**config.mk**
```make
export PLATFORM = sky130hd
export DESIGN_NAME = instr_fetch_unit
export DESIGN_NICKNAME = d
export VERILOG_FILES = /design/src/rtl/isa_pkg.sv /design/src/rtl/instr_decoder.sv /design/src/rtl/instr_fetch_unit.sv
export SDC_FILE = /design/constraint.sdc
export NUM_CORES = 1
export LEC_CHECK = 0
export CAP_MARGIN = 20
export CORE_MARGIN = 5
export CORE_UTILIZATION = 25
export DETAILED_ROUTE_END_ITERATION = 6
export PLACE_DENSITY = 0.47
export SYNTH_ARGS = -nofsm -noshare
export SYNTH_HDL_FRONTEND = slang
export SYNTH_HIERARCHICAL = 1
export SYNTH_SLANG_ARGS = --single-unit
```
**constraint.sdc**
```tcl
create_clock -name clk -period 2 [get_ports clk]
set_input_delay 0.4 -clock clk [delete_from_list [all_inputs] [get_ports clk]]
set_output_delay 0.4 -clock clk [all_outputs]
set_load 0.01 [all_outputs]
```
**src/rtl/isa_pkg.sv**
```systemverilog
// rtl/isa_pkg.sv - opcode constants, instruction field positions and fetch FSM state encoding
//
// Purpose: shared definitions for the instruction fetch unit and its decoder.
// Contents:
//   OP_*        4-bit opcode constants of the supported instruction set
//   *_MSB/*_LSB bit positions of the op, r1, r2 and imm fields inside the 16-bit IR
//   ST_*        encoding of the fetch FSM states (IDLE, FETCH, DECODE, ISSUE, HALT)
package isa_pkg;

  localparam int IR_W    = 16;
  localparam int PC_W    = 8;

  // Instruction word layout: [15:12] op, [11:9] r1, [8:6] r2, [8:0] imm.
  // r2 and imm overlap; which one is meaningful depends on the opcode.
  localparam int OP_MSB  = 15;
  localparam int OP_LSB  = 12;
  localparam int R1_MSB  = 11;
  localparam int R1_LSB  = 9;
  localparam int R2_MSB  = 8;
  localparam int R2_LSB  = 6;
  localparam int IMM_MSB = 8;
  localparam int IMM_LSB = 0;

  localparam logic [3:0] OP_NOP  = 4'b0000;
  localparam logic [3:0] OP_ADD  = 4'b0001;
  localparam logic [3:0] OP_ADDI = 4'b0010;
  localparam logic [3:0] OP_ST   = 4'b0011;
  localparam logic [3:0] OP_LD   = 4'b0100;

  localparam logic [2:0] ST_IDLE   = 3'd0;
  localparam logic [2:0] ST_FETCH  = 3'd1;
  localparam logic [2:0] ST_DECODE = 3'd2;
  localparam logic [2:0] ST_ISSUE  = 3'd3;
  localparam logic [2:0] ST_HALT   = 3'd4;

endpackage

```
**src/rtl/instr_decoder.sv**
```systemverilog
// rtl/instr_decoder.sv - combinational field extraction and opcode legality check
//
// Purpose: splits an instruction word into its fields and flags whether the
// opcode belongs to the supported set. No state.
// Ports:
//   ir     in   16  instruction word
//   op     out  4   ir[15:12]
//   r1     out  3   ir[11:9]
//   r2     out  3   ir[8:6]
//   imm    out  9   ir[8:0]
//   legal  out  1   op is one of NOP, ADD, ADDI, ST, LD
module instr_decoder
  import isa_pkg::*;
(
  input  logic [IR_W-1:0] ir,
  output logic [3:0]      op,
  output logic [2:0]      r1,
  output logic [2:0]      r2,
  output logic [8:0]      imm,
  output logic            legal
);

  always_comb begin
    op  = ir[OP_MSB:OP_LSB];
    r1  = ir[R1_MSB:R1_LSB];
    r2  = ir[R2_MSB:R2_LSB];
    imm = ir[IMM_MSB:IMM_LSB];
    case (ir[OP_MSB:OP_LSB])
      OP_NOP, OP_ADD, OP_ADDI, OP_ST, OP_LD: legal = 1'b1;
      default:                               legal = 1'b0;
    endcase
  end

endmodule

```
**src/rtl/instr_fetch_unit.sv**
```systemverilog
// rtl/instr_fetch_unit.sv - sequential fetch/decode/issue engine for a small ROM program
//
// Purpose: walks a ROM from address 0, decodes each word and presents it to the
// datapath with a valid/ready handshake, halting after PC_LAST or on an unknown opcode.
// Parameters:
//   PC_LAST   address of the last instruction executed before halt
//   SKIP_NOP  1: opcode 0000 is consumed without being issued
// Ports:
//   clk         in   1   rising-edge clock
//   rst         in   1   synchronous active-high reset
//   start       in   1   level, leaves IDLE when sampled high
//   rom_addr    out  8   instruction address (always equal to the internal pc)
//   rom_data    in   16  ROM word, combinational from rom_addr
//   out_valid   out  1   decoded instruction available (ISSUE only)
//   out_ready   in   1   datapath accepts the instruction
//   op/r1/r2/imm out     decoded fields of the instruction being issued
//   pc_out      out  8   address of the instruction on op/r1/r2/imm
//   halted      out  1   high in HALT
//   illegal_op  out  1   sticky, an unknown opcode was decoded
module instr_fetch_unit
  import isa_pkg::*;
#(
  parameter logic [PC_W-1:0] PC_LAST  = 8'd6,
  parameter bit              SKIP_NOP = 1'b1
) (
  input  logic            clk,
  input  logic            rst,
  input  logic            start,
  output logic [PC_W-1:0] rom_addr,
  input  logic [IR_W-1:0] rom_data,
  output logic            out_valid,
  input  logic            out_ready,
  output logic [3:0]      op,
  output logic [2:0]      r1,
  output logic [2:0]      r2,
  output logic [8:0]      imm,
  output logic [PC_W-1:0] pc_out,
  output logic            halted,
  output logic            illegal_op
);

  logic [2:0]      state;
  logic [PC_W-1:0] pc;
  logic [IR_W-1:0] ir;

  logic [3:0]      dec_op;
  logic [2:0]      dec_r1;
  logic [2:0]      dec_r2;
  logic [8:0]      dec_imm;
  logic            dec_legal;

  logic            skip_nop_now;
  logic            handshake;
  logic            advance;
  logic            at_last;

  instr_decoder u_decoder (
    .ir    (ir),
    .op    (dec_op),
    .r1    (dec_r1),
    .r2    (dec_r2),
    .imm   (dec_imm),
    .legal (dec_legal)
  );

  // The ROM is addressed straight from the pc register, so rom_addr only moves
  // when pc does (never on the FETCH edge that loads the IR).
  assign rom_addr = pc;

  // Two ways to retire the current instruction: a skipped NOP in DECODE or an
  // accepted handshake in ISSUE. Both share the same pc-advance logic below.
  assign skip_nop_now = (state == ST_DECODE) && dec_legal && (dec_op == OP_NOP) && SKIP_NOP;
  assign handshake    = (state == ST_ISSUE) && out_valid && out_ready;
  assign advance      = skip_nop_now || handshake;
  assign at_last      = (pc == PC_LAST);

  always_ff @(posedge clk) begin
    if (rst) begin
      state      <= ST_IDLE;
      pc         <= '0;
      ir         <= '0;
      out_valid  <= 1'b0;
      op         <= '0;
      r1         <= '0;
      r2         <= '0;
      imm        <= '0;
      pc_out     <= '0;
      halted     <= 1'b0;
      illegal_op <= 1'b0;
    end else begin
      case (state)
        ST_IDLE: begin
          if (start) begin
            state <= ST_FETCH;
          end
        end

        ST_FETCH: begin
          ir    <= rom_data;
          state <= ST_DECODE;
        end

        ST_DECODE: begin
          op     <= dec_op;
          r1     <= dec_r1;
          r2     <= dec_r2;
          imm    <= dec_imm;
          pc_out <= pc;
          if (!dec_legal) begin
            illegal_op <= 1'b1;
            halted     <= 1'b1;
            state      <= ST_HALT;
          end else if (!skip_nop_now) begin
            out_valid <= 1'b1;
            state     <= ST_ISSUE;
          end
        end

        ST_ISSUE: begin
          if (handshake) begin
            out_valid <= 1'b0;
          end
        end

        ST_HALT: begin
          // Absorbing until reset; pc (and so rom_addr) stays frozen.
        end

        default: begin
          state     <= ST_IDLE;
          out_valid <= 1'b0;
        end
      endcase

      // Retiring the instruction at PC_LAST halts instead of incrementing,
      // so the pc never wraps even when PC_LAST is 255.
      if (advance) begin
        if (at_last) begin
          halted <= 1'b1;
          state  <= ST_HALT;
        end else begin
          pc    <= pc + 8'd1;
          state <= ST_FETCH;
        end
      end
    end
  end

endmodule

```
==> impl_metrics.json <==
{
  "insertion_delay_ns": 0.33,
  "ys_ff_latch": 57,
  "worstSetupPathType": "flop to output port",
  "synth_fp_nets": 321,
  "clkPwrFrac": 0.312,
  "layout-drive-gt1-share": 0.1032,
  "fin_crit_sh": 0.9338,
  "drt-pass1-iter-count": 4,
  "met2_usage": 0.1714,
  "start_util": 0.2574,
  "post_drt_wl_per_cell_um": 12.99,
  "cts_made_buffers": 9,
  "hold_viol": 0,
  "ir_worst_vdd_mv": 0.4050,
  "ant_nets": 0,
  "period_minus_slack_ns": 1.868,
  "grt_first_pass_wirelength_um": 10060,
  "ctsResizeCount": 0,
  "drtIter0Drc": 116,
  "ys_seq_area_frac": 0.4797,
  "first_global_vias": 2008,
  "pin_count": 58,
  "leakagePower_uw": 0.001082,
  "worstSetupStartpointType": "flop",
  "cp_top_family": "buffers and inverters",
  "drc": 0,
  "worst_slew_pin_slew_ns": 0.4932,
  "busiest_layer": "met2",
  "num_rows": 35,
  "path_max_fanout": 10,
  "die-area_um2": 11560,
  "cp_slowest_cell": "clkdlybuf4s50_1",
  "layoutNonFillerInstCount": 478,
  "wl_um": 6211,
  "ys_async_sr_fraction": 0,
  "final_area_um2": 3219,
  "total_power_uw": 3412,
  "gp_congestion": 0.7253,
  "coreArea_um2": 9240,
  "p_seq_frac": 0.400,
  "slew_viol_final": 0,
  "status": "completed",
  "postCtsSetupBuffers": 0,
  "multi_input_area_um2": 1001,
  "setup_viol": 0,
  "cts_tree": "done",
  "hold_buffers": 0,
  "diodes": 0,
  "syn_inst": 299,
  "path_buf_inv": 1,
  "cts_sinks": 57,
  "layout_common_cells": "nand2_1 (88), dfxtp_1 (57), clkdlybuf4s50_1 (56)",
  "final_nets": 366,
  "final_common_cell": "nand2_1",
  "grt-ovfl-total": 0,
  "crit_chain": "clkdlybuf4s50_1",
  "intPower_uw": 2265,
  "syn_area_um2": 2379,
  "clock_skew_ns": 0.005658,
  "slew-limit-headroom": 0.6712,
  "ff_latch_area_um2": 1141,
  "ctsHtreeMaxLevel": 3,
  "ys.flop_type": "dfxtp_1",
  "fmax_mhz": 535.4,
  "drv_cap": 0,
  "drt-vias-per-instance": 4.529,
  "p_sw_uw": 1147,
  "hpwlAfterDp_um": 4229,
  "place_inst": 462,
  "synth.avg_cell_area_um2": 7.955,
  "port_buffers": 57,
  "yosys.cell_types.count": 38,
  "grt_usage": 0.1099,
  "use_met3": 0.03179,
  "synth_edf_count": 0,
  "fillers": 988,
  "switching_share": 0.3362,
  "cp.arrival_ns": 1.47,
  "p_per_area_nw_per_um2": 1060,
  "grt_antenna_before_repair": 0,
  "p_comb_frac": 0.288,
  "clockRootBuffer": "clkbuf_8",
  "yosys_warnings": 6,
  "reg2reg_slack_ns": 0.19,
  "fp.dieH_um": 107.5,
  "area_delta_synth_final_pct": 35.35,
  "fp.dieW_um": 107.5,
  "use_met1": 0.1414,
  "grt_max_degree": 35,
  "clockBufferDepth": 2,
  "dr_total_vias": 2165,
  "critPathMaxStageDelay_ns": 0.61,
  "rsz0062_at_grt": "no",
  "critPathRequiredTime_ns": 1.60,
  "hold_class": "flop to flop",
  "crit_path_end_kind": "output port",
  "place_area_um2": 3018,
  "clk_pin_slew_worst_paths_ns": 0.06
}
## power by group through the flow
| stage | sequential [uW] | combinational (uW) | clock [uW] |
|---|---|---|---|
| after floorplan | 1370 | 679 | 0 |
| after global placement | 1390 | 991 | 0 |
| after detailed placement | 1390 | 986 | 0 |
| after CTS | 1360 | 991 | 1100 |
| after global routing | 1380 | 1100 | 1150 |
| final | 1370 | 982 | 1060 |
## area by class of cell
cell class,instances,area share
clock buffers,10,0.04275
clock inverters,6,0.01788
inverters,8,0.009328
multi-input cells,196,0.3109
flip-flops and latches,57,0.3544
well taps,129,0.05014
repair buffers,72,0.2145
## Yosys cell counts, drive strengths merged, types with 2 or more instances
| master | instances | area, um2 |
|---|---|---|
| nand2 | 88 | 330.3 |
| dfxtp | 57 | 1141 |
| a21oi | 54 | 270.3 |
| buf | 26 | 178.9 |
| clkbuf | 12 | 45.04 |
| inv | 8 | 30.03 |
| nand3 | 7 | 35.03 |
| o31ai | 5 | 37.54 |
| or4 | 5 | 37.54 |
| o21ai | 4 | 20.02 |
| nor2 | 3 | 11.26 |
| or3 | 3 | 18.77 |
| a211oi | 2 | 15.01 |
| ha | 2 | 25.02 |
| nor4b | 2 | 17.52 |
## metal layers
layer / routed length (um) / up-vias
met1: 2860 / 1022
met4: 73 / 0
li1: - / 1085
met5: 0 / -
met3: 300 / 7
met2: 2976 / 51
## kinds of logic (layout without fill, tap and decap cells)
group | count (synthesis) | after routing | share of synthesized area
simple gates | 117 | 117 | 0.2173
flops | 57 | 57 | 0.4797
compound gates | 77 | 77 | 0.1857
buf+inv | 46 | 96 | 0.1068
fa+ha+maj | 2 | 2 | 0.01052
## state kept, by name, indices dropped and copies added, names as in the netlist
signal      flops
halted          1
illegal_op      1
imm             9
ir             16
op              4
out_valid       1
pc_out          8
r1              3
r2              3
rom_addr        8
state           3
## worst paths after layout
check	start	to	cells after the start
worst max-delay path	rom_addr[2]	rom_addr[2]	1
worst min-delay path	op[0]	op[0]	2
worst max register to register	ir[12]	rom_addr[5]	6
worst min register to register	op[0]	op[0]	2
## through the flow
step / hold slack [ns] / TNS (ns) / setup WS (ns) / util
2_1_floorplan: 0.4367 / 0 / 0.1436 / -
3_3_place_gp: 0.4379 / -0.08137 / -0.03553 / 0.3266
3_5_place_dp: 0.4444 / -0.1478 / -0.04918 / 0.3266
4_1_cts: 0.4552 / 0 / 0.1087 / 0.3477
5_1_grt: 0.4665 / 0 / 0.05772 / 0.3484
6_report: 0.4527 / 0 / 0.1323 / 0.3484
No activity file was read; power rests on OpenSTA's default activity.
